## src/rtl/gpioemu_mulcnt_pkg.sv

```systemverilog
// Shared constants for the GPIO-emulator multiply/popcount peripheral:
// register offsets, FSM state encodings and STATUS bit positions.
package gpioemu_mulcnt_pkg;

  localparam logic [7:0] OFF_A1   = 8'h00;
  localparam logic [7:0] OFF_A2   = 8'h08;
  localparam logic [7:0] OFF_W    = 8'h10;
  localparam logic [7:0] OFF_L    = 8'h18;
  localparam logic [7:0] OFF_CTRL = 8'h20;
  localparam logic [7:0] OFF_CNT  = 8'h28;

  typedef logic [1:0] state_t;
  localparam state_t ST_IDLE  = 2'd0;
  localparam state_t ST_MULT  = 2'd1;
  localparam state_t ST_COUNT = 2'd2;
  localparam state_t ST_DONE  = 2'd3;

  localparam int unsigned STAT_READY = 1;
  localparam int unsigned STAT_VALID = 0;

  function automatic logic [15:0] reg_addr(input logic [15:0] base, input logic [7:0] off);
    return base + {8'h00, off};
  endfunction

endpackage

```

## src/rtl/gpioemu_shiftadd_mul.sv

```systemverilog
// Sequential shift-add multiplier: one multiplier bit (LSB first) per cycle,
// ARG_W cycles after start_i; done_o marks the final accumulation cycle.
module gpioemu_shiftadd_mul #(
  parameter int unsigned ARG_W = 24
) (
  input  logic               clk,
  input  logic               reset,
  input  logic               start_i,
  input  logic [ARG_W-1:0]   a_i,
  input  logic [ARG_W-1:0]   b_i,
  output logic               done_o,
  output logic [2*ARG_W-1:0] product_o
);

  localparam int unsigned PW = 2 * ARG_W;
  localparam int unsigned CW = $clog2(ARG_W + 1);

  logic [PW-1:0]    mcand_q, mcand_d;
  logic [PW-1:0]    acc_q, acc_d;
  logic [ARG_W-1:0] mplier_q, mplier_d;
  logic [CW-1:0]    cnt_q, cnt_d;
  logic             busy_q, busy_d;
  logic             last_s;

  assign last_s = busy_q && (cnt_q == CW'(ARG_W - 1));

  // Next-state: load operands on start, otherwise one shift-add step while busy.
  always_comb begin
    mcand_d  = mcand_q;
    acc_d    = acc_q;
    mplier_d = mplier_q;
    cnt_d    = cnt_q;
    busy_d   = busy_q;
    if (start_i) begin
      mcand_d  = {{ARG_W{1'b0}}, a_i};
      mplier_d = b_i;
      acc_d    = '0;
      cnt_d    = '0;
      busy_d   = 1'b1;
    end else if (busy_q) begin
      if (mplier_q[0]) begin
        acc_d = acc_q + mcand_q;
      end else begin
        acc_d = acc_q;
      end
      mcand_d  = mcand_q << 1'b1;
      mplier_d = mplier_q >> 1'b1;
      cnt_d    = cnt_q + CW'(1);
      busy_d   = !last_s;
    end else begin
      busy_d = 1'b0;
    end
  end

  // Datapath registers.
  always_ff @(posedge clk) begin
    if (reset) begin
      mcand_q  <= '0;
      acc_q    <= '0;
      mplier_q <= '0;
      cnt_q    <= '0;
      busy_q   <= 1'b0;
    end else begin
      mcand_q  <= mcand_d;
      acc_q    <= acc_d;
      mplier_q <= mplier_d;
      cnt_q    <= cnt_d;
      busy_q   <= busy_d;
    end
  end

  assign done_o    = last_s;
  assign product_o = acc_q;

endmodule

```

## src/rtl/gpioemu_mulcnt.sv

```systemverilog
// Bus-mapped multiply + popcount peripheral with operation counter on gpio_out.
// Optional macro GPIOEMU_MULCNT_SAT_EN saturates W to all ones on overflow.
module gpioemu_mulcnt
  import gpioemu_mulcnt_pkg::*;
#(
  parameter int unsigned ARG_W     = 24,
  parameter int unsigned RES_W     = 32,
  parameter logic [15:0] BASE_ADDR = 16'h0380,
  parameter int unsigned CNT_W     = 16
) (
  input  logic        clk,
  input  logic        reset,
  input  logic [15:0] saddress,
  input  logic        srd,
  input  logic        swr,
  input  logic [31:0] sdata_in,
  output logic [31:0] sdata_out,
  input  logic [31:0] gpio_in,
  input  logic        gpio_latch,
  output logic [31:0] gpio_in_s_insp,
  output logic [31:0] gpio_out
);

  localparam int unsigned PW = 2 * ARG_W;
  localparam int unsigned BW = $clog2(RES_W + 1);

  state_t           state_q, state_d;
  logic [ARG_W-1:0] a1_q, a1_d, a2_q, a2_d;
  logic [RES_W-1:0] w_q, w_d;
  logic [BW-1:0]    l_q, l_d, pop_q, pop_d, idx_q, idx_d;
  logic [CNT_W-1:0] cnt_q, cnt_d;
  logic             valid_q, valid_d;
  logic [31:0]      rdata_q, rdata_d;
  logic [31:0]      insp_q, insp_d;
  logic             sync1_q, sync2_q, prev_q;

  logic             sel_a1_s, sel_a2_s, sel_w_s, sel_l_s, sel_ctrl_s, sel_cnt_s;
  logic             start_s, ready_s, mul_done_s, ovf_s, bit_s, unused_s;
  logic [PW-1:0]    mul_prod_s;
  logic [63:0]      prod64_s;
  logic [RES_W-1:0] prod_low_s, bit_mask_s;
  logic [31:0]      a1_ext_s, a2_ext_s, w_ext_s, l_ext_s, cnt_ext_s, rd_mux_s;

  assign sel_a1_s   = (saddress == reg_addr(BASE_ADDR, OFF_A1));
  assign sel_a2_s   = (saddress == reg_addr(BASE_ADDR, OFF_A2));
  assign sel_w_s    = (saddress == reg_addr(BASE_ADDR, OFF_W));
  assign sel_l_s    = (saddress == reg_addr(BASE_ADDR, OFF_L));
  assign sel_ctrl_s = (saddress == reg_addr(BASE_ADDR, OFF_CTRL));
  assign sel_cnt_s  = (saddress == reg_addr(BASE_ADDR, OFF_CNT));

  assign ready_s  = (state_q == ST_IDLE);
  assign start_s  = swr && sel_ctrl_s && sdata_in[0] && ready_s;
  assign unused_s = ^(sdata_in >> ARG_W);

  gpioemu_shiftadd_mul #(.ARG_W(ARG_W)) u_mul (
    .clk       (clk),
    .reset     (reset),
    .start_i   (start_s),
    .a_i       (a1_q),
    .b_i       (a2_q),
    .done_o    (mul_done_s),
    .product_o (mul_prod_s)
  );

  // Product split into stored result, overflow flag and the bit being counted.
  always_comb begin
    prod64_s            = 64'h0;
    prod64_s[PW-1:0]    = mul_prod_s;
    prod_low_s          = prod64_s[RES_W-1:0];
    ovf_s               = |(prod64_s >> RES_W);
    bit_mask_s          = RES_W'(1) << idx_q;
    bit_s               = |(prod_low_s & bit_mask_s);
  end

  // Zero-extension of narrow registers onto the 32-bit bus.
  always_comb begin
    a1_ext_s              = 32'h0;
    a2_ext_s              = 32'h0;
    w_ext_s               = 32'h0;
    l_ext_s               = 32'h0;
    cnt_ext_s             = 32'h0;
    a1_ext_s[ARG_W-1:0]   = a1_q;
    a2_ext_s[ARG_W-1:0]   = a2_q;
    w_ext_s[RES_W-1:0]    = w_q;
    l_ext_s[BW-1:0]       = l_q;
    cnt_ext_s[CNT_W-1:0]  = cnt_q;
  end

  // Read mux and bus-side register updates; reads see pre-write values.
  always_comb begin
    rd_mux_s = 32'h0;
    if (sel_a1_s) begin
      rd_mux_s = a1_ext_s;
    end else if (sel_a2_s) begin
      rd_mux_s = a2_ext_s;
    end else if (sel_w_s) begin
      rd_mux_s = w_ext_s;
    end else if (sel_l_s) begin
      rd_mux_s = l_ext_s;
    end else if (sel_ctrl_s) begin
      rd_mux_s[STAT_READY] = ready_s;
      rd_mux_s[STAT_VALID] = valid_q;
    end else if (sel_cnt_s) begin
      rd_mux_s = cnt_ext_s;
    end else begin
      rd_mux_s = 32'h0;
    end

    if (srd) rdata_d = rd_mux_s;
    else     rdata_d = rdata_q;
    if (swr && sel_a1_s) a1_d = sdata_in[ARG_W-1:0];
    else                 a1_d = a1_q;
    if (swr && sel_a2_s) a2_d = sdata_in[ARG_W-1:0];
    else                 a2_d = a2_q;
    if (sync2_q && !prev_q) insp_d = gpio_in;
    else                    insp_d = insp_q;
  end

  // Operation sequencer: IDLE -> MULT -> COUNT -> DONE -> IDLE.
  always_comb begin
    state_d = state_q;
    w_d     = w_q;
    l_d     = l_q;
    pop_d   = pop_q;
    idx_d   = idx_q;
    cnt_d   = cnt_q;
    valid_d = valid_q;
    case (state_q)
      ST_IDLE: begin
        if (start_s) begin
          state_d = ST_MULT;
          pop_d   = '0;
          idx_d   = '0;
        end else begin
          state_d = ST_IDLE;
        end
      end
      ST_MULT: begin
        if (mul_done_s) state_d = ST_COUNT;
        else            state_d = ST_MULT;
      end
      ST_COUNT: begin
        pop_d = pop_q + BW'(bit_s);
        idx_d = idx_q + BW'(1);
        if (idx_q == BW'(RES_W - 1)) state_d = ST_DONE;
        else                         state_d = ST_COUNT;
      end
      ST_DONE: begin
        state_d = ST_IDLE;
        cnt_d   = cnt_q + CNT_W'(1);
        valid_d = !ovf_s;
`ifdef GPIOEMU_MULCNT_SAT_EN
        if (ovf_s) begin
          w_d = '1;
          l_d = BW'(RES_W);
        end else begin
          w_d = prod_low_s;
          l_d = pop_q;
        end
`else
        w_d = prod_low_s;
        l_d = pop_q;
`endif
      end
      default: state_d = ST_IDLE;
    endcase
  end

  // All architectural state, cleared by the synchronous reset.
  always_ff @(posedge clk) begin
    if (reset) begin
      state_q <= ST_IDLE;
      a1_q    <= '0;
      a2_q    <= '0;
      w_q     <= '0;
      l_q     <= '0;
      pop_q   <= '0;
      idx_q   <= '0;
      cnt_q   <= '0;
      valid_q <= 1'b1;
      rdata_q <= 32'h0;
      insp_q  <= 32'h0;
      sync1_q <= 1'b0;
      sync2_q <= 1'b0;
      prev_q  <= 1'b0;
    end else begin
      state_q <= state_d;
      a1_q    <= a1_d;
      a2_q    <= a2_d;
      w_q     <= w_d;
      l_q     <= l_d;
      pop_q   <= pop_d;
      idx_q   <= idx_d;
      cnt_q   <= cnt_d;
      valid_q <= valid_d;
      rdata_q <= rdata_d;
      insp_q  <= insp_d;
      sync1_q <= gpio_latch;
      sync2_q <= sync1_q;
      prev_q  <= sync2_q;
    end
  end

  assign sdata_out      = rdata_q;
  assign gpio_in_s_insp = insp_q;
  assign gpio_out       = cnt_ext_s;

endmodule

```

## config.mk

```make
export PLATFORM = sky130hd
export DESIGN_NAME = gpioemu_mulcnt
export DESIGN_NICKNAME = d
export VERILOG_FILES = /design/src/rtl/gpioemu_mulcnt_pkg.sv /design/src/rtl/gpioemu_shiftadd_mul.sv /design/src/rtl/gpioemu_mulcnt.sv
export SDC_FILE = /design/constraint.sdc
export NUM_CORES = 1
export LEC_CHECK = 0
export CAP_MARGIN = 20
export CORE_UTILIZATION = 25
export DETAILED_ROUTE_END_ITERATION = 10
export PLACE_DENSITY = 0.39
export SLEW_MARGIN = 5
export SYNTH_ARGS = -nofsm -noshare
export SYNTH_HDL_FRONTEND = slang
export SYNTH_SLANG_ARGS = --single-unit
```

## constraint.sdc

```tcl
create_clock -name clk -period 3.24 [get_ports clk]
set_input_delay 0.648 -clock clk [delete_from_list [all_inputs] [get_ports clk]]
set_output_delay 0.648 -clock clk [all_outputs]
set_load 0.05 [all_outputs]
```

==> impl_metrics.env <==
export IMPL_post_drt_wl_per_cell_um=17.68
export IMPL_place_hpwl_um=35920
export IMPL_chipHeight_um=246.8
export IMPL_startpoint_type="flip-flop"
export IMPL_drtIter0Drc=719
export IMPL_hold_viol=0
export IMPL_fin_cells=2815
export IMPL_min_period_ps=3037
export IMPL_final_common_cell="nand2_1"
export IMPL_core_area_sq_um=59130
export IMPL_diodes=0
export IMPL_finalCritPeriodShare_pct=93.73
export IMPL_synth_top_area_share_pct=41.44
export IMPL_synth_flop_cell="dfxtp_1"
export IMPL_avgViaCountPerCell=4.780
export IMPL_maxCapViolations=0
export IMPL_io_buffers=156
export IMPL_final_nets=2162
export IMPL_cts_tree="yes"
export IMPL_hold_path_class="flip-flop to flip-flop"
export IMPL_cp_required_ps=3690
export IMPL_cts_buffer_depth=3
export IMPL_grtUsageMet1_pct=21.62
export IMPL_postRouteAntennaNets=0
export IMPL_multi_input_area_sq_um=8180
export IMPL_grt_max_degree=148
export IMPL_num_vias=13456
export IMPL_place_inst=2751
export IMPL_finalWorstSetupSlack_ps=203.1
export IMPL_clk_latency_ps=560
export IMPL_fill_cells=6188
export IMPL_clk_pin_slew_ps=60
export IMPL_ys_seq_area_share_pct=41.44
export IMPL_track_usage_pct=16.24
export IMPL_start_util_pct=25.33
export IMPL_setup_viol=0
export IMPL_grt_remaining_overflow=0
export IMPL_arrival_ps=3490
export IMPL_grt_pass1_wl_um=77540
export IMPL_min_from="gpio_in_s_insp[20]"
export IMPL_grt_busiest_layer="met2"
export IMPL_crit_start="u_mul.product_o[0]"
export IMPL_gp_congestion=0.8198
export IMPL_slew_headroom_pct=44.43
export IMPL_cts_buffers=39
export IMPL_synth_edff_count=0
export IMPL_drc=40
export IMPL_postSynth_asyncResetShare_pct=0
export IMPL_use_met3_pct=2.485
export IMPL_die_area_sq_um=60890
export IMPL_ys_ff_latch=310
export IMPL_die_x_um=246.8
export IMPL_first_global_vias=13256
export IMPL_place_area_sq_um=17810
export IMPL_yosys_warnings=0
export IMPL_drive_above_1_share_pct=9.109
export IMPL_layout_common_cells="369 x nand2_1, 309 x dfxtp_1, 254 x a21oi_1"
export IMPL_yosysTopAreaCell="dfxtp_1"
export IMPL_critPathMaxFanout=3
export IMPL_syn_avg_cell_area_sq_um=8.073
export IMPL_grt_util_met2_pct=26.92
export IMPL_p_leak_nw=6.875
export IMPL_regToRegStartpoint="u_mul.product_o[0]"
export IMPL_syn_area_sq_um=14980
export IMPL_power_total_w=0.008384
export IMPL_io_pins=181
export IMPL_finalSetupTns_ps=0
export IMPL_critPathKind="flip-flop to flip-flop"
export IMPL_slew_violations=0
export IMPL_rsz0062_at_grt="no"
export IMPL_p_per_area_nw_per_um2=440.9
export IMPL_htree_levels=2
export IMPL_area_growth_pct=26.97
export IMPL_regArea_sq_um=6210
export IMPL_post_cts_buffers=0
export IMPL_wl_um=49760
export IMPL_tightest_slew_ps=833.5
export IMPL_violations="DRC"
export IMPL_design_area_sq_um=19010
export IMPL_synth_area_leaders="dfxtp_1 41%, nand2_1 9.3%, a21oi_1 8.5%, mux2i_1 4.9%, ha_1 4.8%"
export IMPL_postSynthCellCount=1855
export IMPL_dr_pass1_iters=8
export IMPL_fmax_mhz=329.3
export IMPL_status="finished with violations"
export IMPL_fin_worst_skew_ps=27.18
export IMPL_pre_cts_ws_ps=-30.51
export IMPL_setup_worst_path_end_class="flip-flop"
export IMPL_root_buffer="clkbuf_16"
export IMPL_clkSinkCount=310
export IMPL_rows=89
export IMPL_peakVddDrop_uv=270.5
export IMPL_synth_cell_types=65
export IMPL_antenna_found_initial=0
==> where the power goes <==
group | total, W | leakage, nW | internal [W] | switching [W]
combinational | 0.000449 | 3.79 | 0.000165 | 0.000284
sequential | 0.00386 | 2.50 | 0.00384 | 0.0000162
clock | 0.00408 | 0.579 | 0.00237 | 0.00171
==> flip-flops by register name (all words and copies together) (netlist names), 5 cells and up, named ones only <==
name,flops
u_mul.product_o,48
w_ext_s,32
u_mul.mcand_q,48
u_mul.mplier_q,24
sdata_out,32
a1_q,24
cnt_q,16
pop_q,6
l_q,6
idx_q,6
a2_q,24
gpio_in_s_insp,32
u_mul.cnt_q,5
==> what timing repair did <==
action,4_1_cts,5_1_grt
hold buffers,0,0
endpoints found under the setup margin,1,12
resized for setup,1,6
pin swaps,0,4
==> final timing paths <==
check                                            to  slack [ps]  cells after the start
worst max-delay path            u_mul.product_o[42]         200                     13
worst max register to register  u_mul.product_o[42]         200                     13
worst min-delay path             gpio_in_s_insp[20]         450                      2
worst min register to register   gpio_in_s_insp[20]         450                      2
==> critical path, stage by stage (launching register included) <==
cell and delay (ps):
dfxtp_1 310, ha_1 220, fa_1 400, a21o_1 200
a221oi_2 220, buf_4 170, o31a_1 220, nor4b_2 90
o21ai_1 160, a21oi_1 130, a41o_1 330, a31oi_1 220
xor2_1 180, o21ai_1 70
==> synthesized netlist by cell type (all sizes together) (3+ instances only) <==
cell    instances
inv            17
nor2b           9
a221oi          5
a31oi          10
or3             6
nand2b         15
nand4          19
buf            38
or2             5
dfxtp         310
a21oi         255
a22oi          26
nand3          43
o21ai          44
and3            7
and2            8
xnor2          31
xor2           32
nor2          168
nor4            6
a311oi         14
nand3b          3
o21a            3
nand2         370
o31ai           5
a21o           20
mux2i          73
nor3           19
o21bai         12
a222oi         15
o211ai          5
nor4b           4
a211oi         66
ha             57
clkbuf        108
==> metrics by stage <==
step	hold WS, ps	util (%)
5_1_grt	468.2	32.16
4_1_cts	445.4	32.11
3_5_place_dp	434.1	30.12
6_report	450.3	32.16
3_3_place_gp	441.0	30.12
2_1_floorplan	413.8	-
==> logic make-up after synthesis <==
logic type / synth area share (%)
other cells: 0.02504
fa+ha+maj: 4.896
compound gates: 20.63
xor+xnor: 3.685
simple gates: 19.51
buf+inv: 4.637
mux: 5.180
flops: 41.44
==> per-layer routing <==
metal / share of wire, % / vias up / routed length (um)
met5: 0 / - / 0
met4: 2.3 / 0 / 1156
met3: 3.7 / 62 / 1859
met2: 46 / 210 / 22860
met1: 48 / 6378 / 23880
li1: - / 6806 / -
==> final cells by class <==
class	count	area share (%)
multi-input combinational	1397	43.02
sequential	310	32.66
timing repair buffer	254	12.72
clock buffer	54	5.804
tap	773	5.087
clock inverter	10	0.3751
inverter	17	0.3356
(Power assumes the default switching activity.)
